[config.mk]
export PLATFORM = sky130hd
export DESIGN_NAME = mem_arbiter
export DESIGN_NICKNAME = d
export VERILOG_FILES = /design/src/rtl/mem_arbiter.sv
export SDC_FILE = /design/constraint.sdc
export NUM_CORES = 1
export LEC_CHECK = 0
export ABC_AREA = 1
export CAP_MARGIN = 20
export CORE_MARGIN = 5
export CORE_UTILIZATION = 40
export DETAILED_ROUTE_END_ITERATION = 10
export PLACE_DENSITY = 0.81
export SLEW_MARGIN = 10
export SYNTH_ARGS = -nofsm -noshare
export SYNTH_HDL_FRONTEND = slang
export SYNTH_SLANG_ARGS = --single-unit
[constraint.sdc]
create_clock -name clock -period 5.25 [get_ports clock]
set_input_delay 1.575 -clock clock [delete_from_list [all_inputs] [get_ports clock]]
set_output_delay 1.575 -clock clock [all_outputs]
set_load 0.05 [all_outputs]
[src/rtl/mem_arbiter.sv]
// mem_arbiter: four-core round-robin arbiter in front of a single shared DRAM port.
// A winning request is latched and carried through ACCESS (one DRAM strobe),
// WAIT (MEM_LAT read-latency cycles, reads only) and DONE (one-cycle done pulse).
// Optional build macro: MEM_ARB_STATS_EN adds the 16-bit saturating 'conflicts'
// output, which counts busy cycles during which a non-granted core is requesting.
module mem_arbiter #(
    parameter int unsigned MEM_LAT = 2,
    parameter int unsigned DATA_W  = 16
) (
    input  logic                  clock,
    input  logic                  reset,
    input  logic [3:0]            req,
    input  logic [3:0]            we,
    input  logic [4*DATA_W-1:0]   addr,
    input  logic [4*DATA_W-1:0]   wdata,
    input  logic [DATA_W-1:0]     mem_rdata,
    output logic [3:0]            gnt,
    output logic [3:0]            done,
    output logic [DATA_W-1:0]     rdata,
    output logic                  mem_en,
    output logic                  mem_we,
    output logic [DATA_W-1:0]     mem_addr,
    output logic [DATA_W-1:0]     mem_wdata,
    output logic                  busy
`ifdef MEM_ARB_STATS_EN
    ,
    output logic [15:0]           conflicts
`endif
);

    typedef enum logic [1:0] {
        IDLE   = 2'd0,
        ACCESS = 2'd1,
        WAIT   = 2'd2,
        DONE   = 2'd3
    } state_t;

    // WAIT counts down from MEM_LAT-1 to 0, giving exactly MEM_LAT cycles.
    localparam logic [3:0] CNT_INIT = 4'(MEM_LAT - 1);

    state_t              state_q;
    logic [1:0]          last_q;
    logic [1:0]          win_q;
    logic [3:0]          cnt_q;
    logic [3:0]          gnt_q;
    logic [3:0]          done_q;
    logic [DATA_W-1:0]   rdata_q;
    logic                mem_en_q;
    logic                mem_we_q;
    logic [DATA_W-1:0]   mem_addr_q;
    logic [DATA_W-1:0]   mem_wdata_q;
    logic                busy_q;

    logic [1:0]          win_d;
    logic [1:0]          idx_d;
    logic                found_d;
    logic [DATA_W-1:0]   sel_addr_d;
    logic [DATA_W-1:0]   sel_wdata_d;
    logic                sel_we_d;

    // Round-robin pick: scan from last+1 upward (mod 4), first requester wins.
    always_comb begin
        win_d   = last_q;
        idx_d   = last_q;
        found_d = 1'b0;
        for (int unsigned i = 1; i <= 4; i++) begin
            idx_d = last_q + 2'(i);
            if (!found_d && req[idx_d]) begin
                win_d   = idx_d;
                found_d = 1'b1;
            end
        end
    end

    // Select the winning core's request fields for latching.
    always_comb begin
        sel_addr_d  = addr[win_d*DATA_W +: DATA_W];
        sel_wdata_d = wdata[win_d*DATA_W +: DATA_W];
        sel_we_d    = we[win_d];
    end

    // Transaction FSM; every output is registered alongside the state.
    always_ff @(posedge clock) begin
        if (reset) begin
            state_q     <= IDLE;
            last_q      <= 2'd3;
            win_q       <= 2'd0;
            cnt_q       <= '0;
            gnt_q       <= '0;
            done_q      <= '0;
            rdata_q     <= '0;
            mem_en_q    <= 1'b0;
            mem_we_q    <= 1'b0;
            mem_addr_q  <= '0;
            mem_wdata_q <= '0;
            busy_q      <= 1'b0;
        end else begin
            case (state_q)
                IDLE: begin
                    done_q <= '0;
                    if (|req) begin
                        win_q       <= win_d;
                        gnt_q       <= 4'b0001 << win_d;
                        mem_en_q    <= 1'b1;
                        mem_we_q    <= sel_we_d;
                        mem_addr_q  <= sel_addr_d;
                        mem_wdata_q <= sel_wdata_d;
                        busy_q      <= 1'b1;
                        state_q     <= ACCESS;
                    end
                end
                ACCESS: begin
                    // mem_we_q still holds the latched write flag during ACCESS.
                    mem_en_q <= 1'b0;
                    mem_we_q <= 1'b0;
                    if (mem_we_q) begin
                        done_q  <= gnt_q;
                        state_q <= DONE;
                    end else begin
                        cnt_q   <= CNT_INIT;
                        state_q <= WAIT;
                    end
                end
                WAIT: begin
                    if (cnt_q == '0) begin
                        rdata_q <= mem_rdata;
                        done_q  <= gnt_q;
                        state_q <= DONE;
                    end else begin
                        cnt_q <= cnt_q - 4'd1;
                    end
                end
                DONE: begin
                    done_q  <= '0;
                    gnt_q   <= '0;
                    busy_q  <= 1'b0;
                    last_q  <= win_q;
                    state_q <= IDLE;
                end
                default: begin
                    state_q <= IDLE;
                end
            endcase
        end
    end

    assign gnt       = gnt_q;
    assign done      = done_q;
    assign rdata     = rdata_q;
    assign mem_en    = mem_en_q;
    assign mem_we    = mem_we_q;
    assign mem_addr  = mem_addr_q;
    assign mem_wdata = mem_wdata_q;
    assign busy      = busy_q;

`ifdef MEM_ARB_STATS_EN
    logic [15:0] conflicts_q;

    // Count busy cycles in which some non-granted core is requesting; saturate.
    always_ff @(posedge clock) begin
        if (reset) begin
            conflicts_q <= '0;
        end else if (busy_q && |(req & ~gnt_q) && conflicts_q != '1) begin
            conflicts_q <= conflicts_q + 16'd1;
        end
    end

    assign conflicts = conflicts_q;
`endif

endmodule

Word level (Yosys, flattened, before mapping)
Index checks and enable logic that the tools add are counted.
{"block": "word_totals", "mem_bits_rw": 0, "register_bits": 69, "wordCells": 86, "input_bits": 154, "latch_bits": 0, "mem_bits_ro": 0, "memories": 0, "out_inout_bits": 59}
{"block": "op_classes", "add_sub_neg": 4, "bitwise_logic": 0, "muxes": 34, "magnitude_cmp": 5, "reduce_logical": 20, "shift": 3, "n_eq_ne": 8, "n_mul": 0, "div_mod_pow": 0}
{"cell": "$shiftx A64 B7 Y16", "count": 2}
{"cell": "$mux W4", "count": 5}
{"cell": "$pmux W4 S2", "count": 2}
{"cell": "$lt A2 B3 Y1 const B", "count": 5}
{"cell": "$mux W2", "count": 6}
{"cell": "$pmux W4 S3", "count": 1}
{"cell": "$reduce_and A2 Y1", "count": 6}
{"cell": "$mux W1", "count": 11}
{"cell": "$bmux W1 S2", "count": 5}
{"cell": "$ne A2 B2 Y1 const B", "count": 5}
{"cell": "$pmux W2 S4", "count": 1}
{"cell": "$pmux W1 S2", "count": 3}
{"cell": "$reduce_bool A2 Y1", "count": 3}
{"cell": "$add A2 B2 Y2 const B", "count": 2}
{"cell": "$eq A2 B2 Y1 const B", "count": 2}
{"cell": "$logic_not A4 Y1", "count": 1}
{"cell": "$reduce_or A4 Y1", "count": 1}
{"cell": "$shl A1 B2 Y4 const A", "count": 1}
{"cell": "$sub A4 B1 Y4 const B", "count": 1}
{"cell": "$logic_and A1 B1 Y1", "count": 3}
{"cell": "$logic_not A1 Y1", "count": 3}
{"cell": "$reduce_and A3 Y1", "count": 1}
{"cell": "$add A2 B1 Y2 const B", "count": 1}
{"cell": "$eq A2 B1 Y1 const B", "count": 1}
{"cell": "other kinds (2)", "count": 2}

Depth between registers and ports, before layout
{"block": "logic_depth", "depth_word": 17, "ltp_mapped": 18, "mapped_depth_nobuf": 16}

Worst setup path before layout
Ideal clock, no wire load.
{"block": "synth_path", "kind": "input -> register", "start": "in req[0]", "end": "reg mem_wdata_q[11] (netlist: mem_wdata[11])", "setup_slack_ns": 2.452, "arrival_ns": 2.689, "path_stages": 16, "cell_sequence": "nand2_1 -> nand2_1 -> nand2_1 -> nand2_1 -> inv_2 -> nand2_2 -> nand2_4 -> nand2_4 -> buf_6 -> buf_6 -> nand2_1 -> nand2_1 -> nand2_1 -> nand3_1 -> nand2_1 -> inv_1"}
{"block": "synth_between", "elab_chain_len": 13, "elab_cells_between_ends": 24, "classes_between": "1 x shift; 15 x mux; 8 x reduce/logical"}
{"element": "from (decl)", "line_no": "12", "source": "input logic [3:0] req,"}
{"element": "$bmux W1 S2", "line_no": "68", "source": "if (!found_d && req[idx_d]) begin"}
{"element": "$mux W1 (implied by the code)", "line_no": "68"}
{"element": "$mux W1", "line_no": "68"}
{"element": "$logic_not A1 Y1", "line_no": "68"}
{"element": "$logic_and A1 B1 Y1", "line_no": "68"}
{"element": "$mux W1", "line_no": "68"}
{"element": "$logic_not A1 Y1", "line_no": "68"}
{"element": "$logic_and A1 B1 Y1", "line_no": "68"}
{"element": "$mux W1", "line_no": "68"}
{"element": "$logic_not A1 Y1", "line_no": "68"}
{"element": "$logic_and A1 B1 Y1", "line_no": "68"}
{"element": "$mux W2", "line_no": "68"}
{"element": "$shiftx A64 B7 Y16", "line_no": "78", "source": "sel_wdata_d = wdata[win_d*DATA_W +: DATA_W];"}
{"element": "to (signal assigned)", "line_no": "107", "source": "mem_wdata_q <= sel_wdata_d;"}
{"element": "to (decl)", "line_no": "51", "source": "logic [DATA_W-1:0] mem_wdata_q;"}
Several ways; a longest one is shown, not always the timed one. The select of a mux whose other input is x is not followed.
A chain may end at the register's enable or synchronous reset.

Final worst setup path
{"block": "layout_path", "start": "in req[0]", "end": "reg mem_addr_q[8] (netlist: mem_addr[8])"}
{"block": "layout_between", "elab_chain_len": 13, "elab_cells_between_ends": 24, "classes_between": "1 x shift; 15 x mux; 8 x reduce/logical"}
{"element": "$bmux W1 S2", "line_no": "68"}
{"element": "$mux W1 (implied by the code)", "line_no": "68"}
{"element": "$mux W1", "line_no": "68"}
{"element": "$logic_not A1 Y1", "line_no": "68"}
{"element": "$logic_and A1 B1 Y1", "line_no": "68"}
{"element": "$mux W1", "line_no": "68"}
{"element": "$logic_not A1 Y1", "line_no": "68"}
{"element": "$logic_and A1 B1 Y1", "line_no": "68"}
{"element": "$mux W1", "line_no": "68"}
{"element": "$logic_not A1 Y1", "line_no": "68"}
{"element": "$logic_and A1 B1 Y1", "line_no": "68"}
{"element": "$mux W2", "line_no": "68"}
{"element": "$shiftx A64 B7 Y16", "line_no": "77", "source": "sel_addr_d = addr[win_d*DATA_W +: DATA_W];"}
{"element": "to (signal assigned)", "line_no": "106", "source": "mem_addr_q <= sel_addr_d;"}
{"element": "to (decl)", "line_no": "50", "source": "logic [DATA_W-1:0] mem_addr_q;"}
Several ways; a longest one is shown, not always the timed one. The select of a mux whose other input is x is not followed.

==> flow_summary.rst <==
.. list-table::
   :header-rows: 1

   * - Metric
     - Value
   * - Maximum number of pins on one net before global-route repair
     - 69
   * - DR WL/cell
     - 12.7 um
   * - Time the final worst path needs with I/O delays and setup
     - 3.53 ns
   * - Die extent in x
     - 112 um
   * - CP Data Required Time
     - 5.56 ns
   * - Commonest cells after routing, fill and taps aside
     - sky130_fd_sc_hd__nand2_1 (333), sky130_fd_sc_hd__clkdlybuf4s50_1 (211), sky130_fd_sc_hd__dfxtp_1 (69)
   * - Arrival @ worst endpoint
     - 3.84 ns
   * - Crit path max fanout
     - 68
   * - Crit path launch type
     - input port
   * - CP Class
     - input port to register
   * - Antenna violations before repair
     - 0
   * - Post-synth net total
     - 878
   * - Area of the die
     - 12,500 sq um
   * - Fmax
     - 0.283 GHz
   * - Max_slew headroom
     - 0.314
   * - Largest cells by area after synthesis
     - sky130_fd_sc_hd__dfxtp_1 (33%), sky130_fd_sc_hd__nand2_1 (30%), sky130_fd_sc_hd__nand3_1 (7.0%)
   * - Placeable Area
     - 10,200 sq um
   * - Global-route wire length before repair
     - 21,200 um
   * - Fraction of final layout cells with drive strength greater than 1
     - 0.0383
   * - Endpoint kind of the worst setup timing path
     - register
   * - Final HPWL from detailed placement
     - 9630 um
   * - Global-route usage over all layers
     - 0.206
   * - Std-Cell Rows
     - 37
   * - TritonCTS clock tree
     - built
   * - Netlist Area Pre-Place
     - 4160 sq um
   * - Clock transition at the registers of the reported paths
     - 0.09 ns
   * - Run status
     - complete, no violations
   * - Synth Area per Inst
     - 5.79 sq um
   * - Total of buffers placed on input and output ports
     - 212
   * - Clock sinks
     - 69
   * - Cts hold-fix bufs
     - 0
   * - Number of resized instances in the post-cts repair step
     - 0
   * - Count of warnings emitted by yosys
     - 0
   * - Area fraction of the dominant cell type after synthesis
     - 0.332
   * - Setup-failing EPs final
     - 0
   * - # Max-Cap Violations
     - 0
   * - Post-synthesis to final-layout area growth
     - 56.4%
   * - Unrepaired setup endpoints after global routing
     - no
   * - Die span in y
     - 112 um
   * - CTS HTree Levels
     - 3
   * - Number of iterations in the first detailed-routing pass
     - 5
   * - Worst vdd rail ir drop
     - 0.354 mV
   * - Clock tree root buffer cell
     - sky130_fd_sc_hd__clkbuf_8
   * - Remaining antenna violation count after routing
     - 0
   * - Portion of the post-synthesis area used by sequential elements
     - 0.332
   * - Number of fill cells in the layout
     - 991
   * - Total Nets Final
     - 1,068
   * - Average via count per standard cell
     - 4.65
   * - Number of top-level pins
     - 213
   * - Cell variety after synth
     - 27
   * - Number of flip-flops and latches in the synthesized netlist
     - 69
   * - Most common library cell in the layout ignoring fill and taps
     - sky130_fd_sc_hd__nand2_1
   * - Number of antenna repair diodes
     - 0
   * - Detailed-route DRC error count
     - 0
   * - Slew at the pin closest to its max-slew limit
     - 1.03 ns
   * - Leakage power summed over all cells
     - 3.15 nW
   * - Class of the tightest hold or removal check
     - register to register
   * - Final hold violation count
     - 0
   * - Number of cell instances on the worst register-to-register path
     - 15
   * - Yosys top cell by area
     - sky130_fd_sc_hd__dfxtp_1
   * - Clock latency reported for the late side of the worst-skew pair
     - 0.35 ns
   * - Count of pins over their slew limit
     - 0
   * - Maximum buffer depth of the clock tree
     - 2
   * - Total power consumption of the routed design
     - 4.16 mW
   * - Overall routed net length
     - 13,300 um
   * - Total CTS buffers
     - 9
   * - Initial drt markers
     - 291
   * - Hold Path Depth
     - 2
   * - Synth Instances
     - 719
   * - Routed vias
     - 4,881
   * - Number of setup buffers added after CTS
     - 0
   * - Pwr per Cell Area
     - 639 nW/um^2
   * - Number of global-route vias before repair
     - 4,586
   * - Global placer's final weighted congestion
     - 0.835
   * - Final clock skew
     - 0.00862 ns
   * - Total negative slack
     - 0 ns
   * - Overflow left after global routing
     - 0
   * - Final period util
     - 0.673
   * - Initial cell density of the core
     - 0.407
   * - Final core occ
     - 0.637
[synthesized netlist by cell type, drive strengths merged]
master	count
inv	72
ha	5
buf	23
nand3b	1
nor4	1
xor2	1
nand2	340
a221oi	1
clkbuf	14
a31oi	1
o211ai	2
o21a	1
nor2	66
o21ai	23
a21oi	37
nand3	59
dfxtp	69
nand4	3
[worst max-delay path, cell delays in order]
cell and delay [ns]:
sky130_fd_sc_hd__clkdlybuf4s50_1 0.51, sky130_fd_sc_hd__nand2_1 0.07, sky130_fd_sc_hd__nand2_1 0.14, sky130_fd_sc_hd__nand2_1 0.07
sky130_fd_sc_hd__nand2_1 0.09, sky130_fd_sc_hd__nand2_2 0.08, sky130_fd_sc_hd__nand2_2 0.08, sky130_fd_sc_hd__nand2_4 0.08
sky130_fd_sc_hd__nand2_4 0.08, sky130_fd_sc_hd__buf_4 0.54, sky130_fd_sc_hd__nand2_1 0.12, sky130_fd_sc_hd__nand2_1 0.11
sky130_fd_sc_hd__nand2_1 0.05, sky130_fd_sc_hd__nand3_1 0.10, sky130_fd_sc_hd__nand2_1 0.06, sky130_fd_sc_hd__inv_1 0.04
[registers in the layout, summed over array words and instances (netlist names)]
name / count
mem_addr: 16
mem_wdata: 16
rdata: 16
cnt_q: 4
done: 4
gnt: 4
last_q: 2
state_q: 2
win_q: 2
busy: 1
mem_en: 1
mem_we: 1
[power by group]
group          switching [mW]  internal, mW
Combinational            1.87         0.906
Sequential              0.130         0.749
Clock                   0.231         0.275
Total                    2.23          1.93
[final timing paths]
check / from / endpoint / slack (ns)
hold reg to reg: rdata[9]$_SDFFE_PP0P_ / rdata[9]$_SDFFE_PP0P_ / 0.45
setup reg to reg: last_q[0]$_SDFFE_PP1N_ / mem_addr[8]$_SDFFE_PP0P_ / 2.79
setup / recovery: req[0] / mem_addr[8]$_SDFFE_PP0P_ / 1.72
hold / removal: rdata[9]$_SDFFE_PP0P_ / rdata[9]$_SDFFE_PP0P_ / 0.45
[routing by layer]
metal | vias to the layer above | track usage | wire length, um
li1 | 2580 | - | -
met1 | 2121 | 0.226 | 5380
met2 | 159 | 0.361 | 6370
met3 | 21 | 0.0819 | 1280
met4 | 0 | 0.0689 | 281
met5 | - | 0 | 0
[layout make-up]
cell class | instances | area [sq um] | share of cell area
Inverter | 72 | 278 | 0.0427
Tap cell | 136 | 170 | 0.0261
Sequential cell | 69 | 1380 | 0.212
Timing Repair Buffer | 216 | 2150 | 0.330
Clock buffer | 9 | 124 | 0.0190
Multi-Input combinational cell | 541 | 2310 | 0.354
Clock inverter | 7 | 104 | 0.0159
[cell families after synthesis]
family | share of synthesized area
simple gates | 0.454
buf+inv | 0.115
flops | 0.332
compound gates | 0.0812
fa+ha+maj | 0.0150
xor+xnor | 0.00210
[metrics by stage]
step	worst slack [ns]	hold slack, ns	area [sq um]	instances
after detailed placement	1.36	0.437	6280	1034
final	1.72	0.448	6510	1050
after floorplan	2.45	0.431	4160	719
after global placement	1.38	0.432	6280	1034
after global routing	1.45	0.467	6510	1050
after CTS	1.71	0.450	6510	1050
Note: power is estimated with default switching activity, not from simulation.
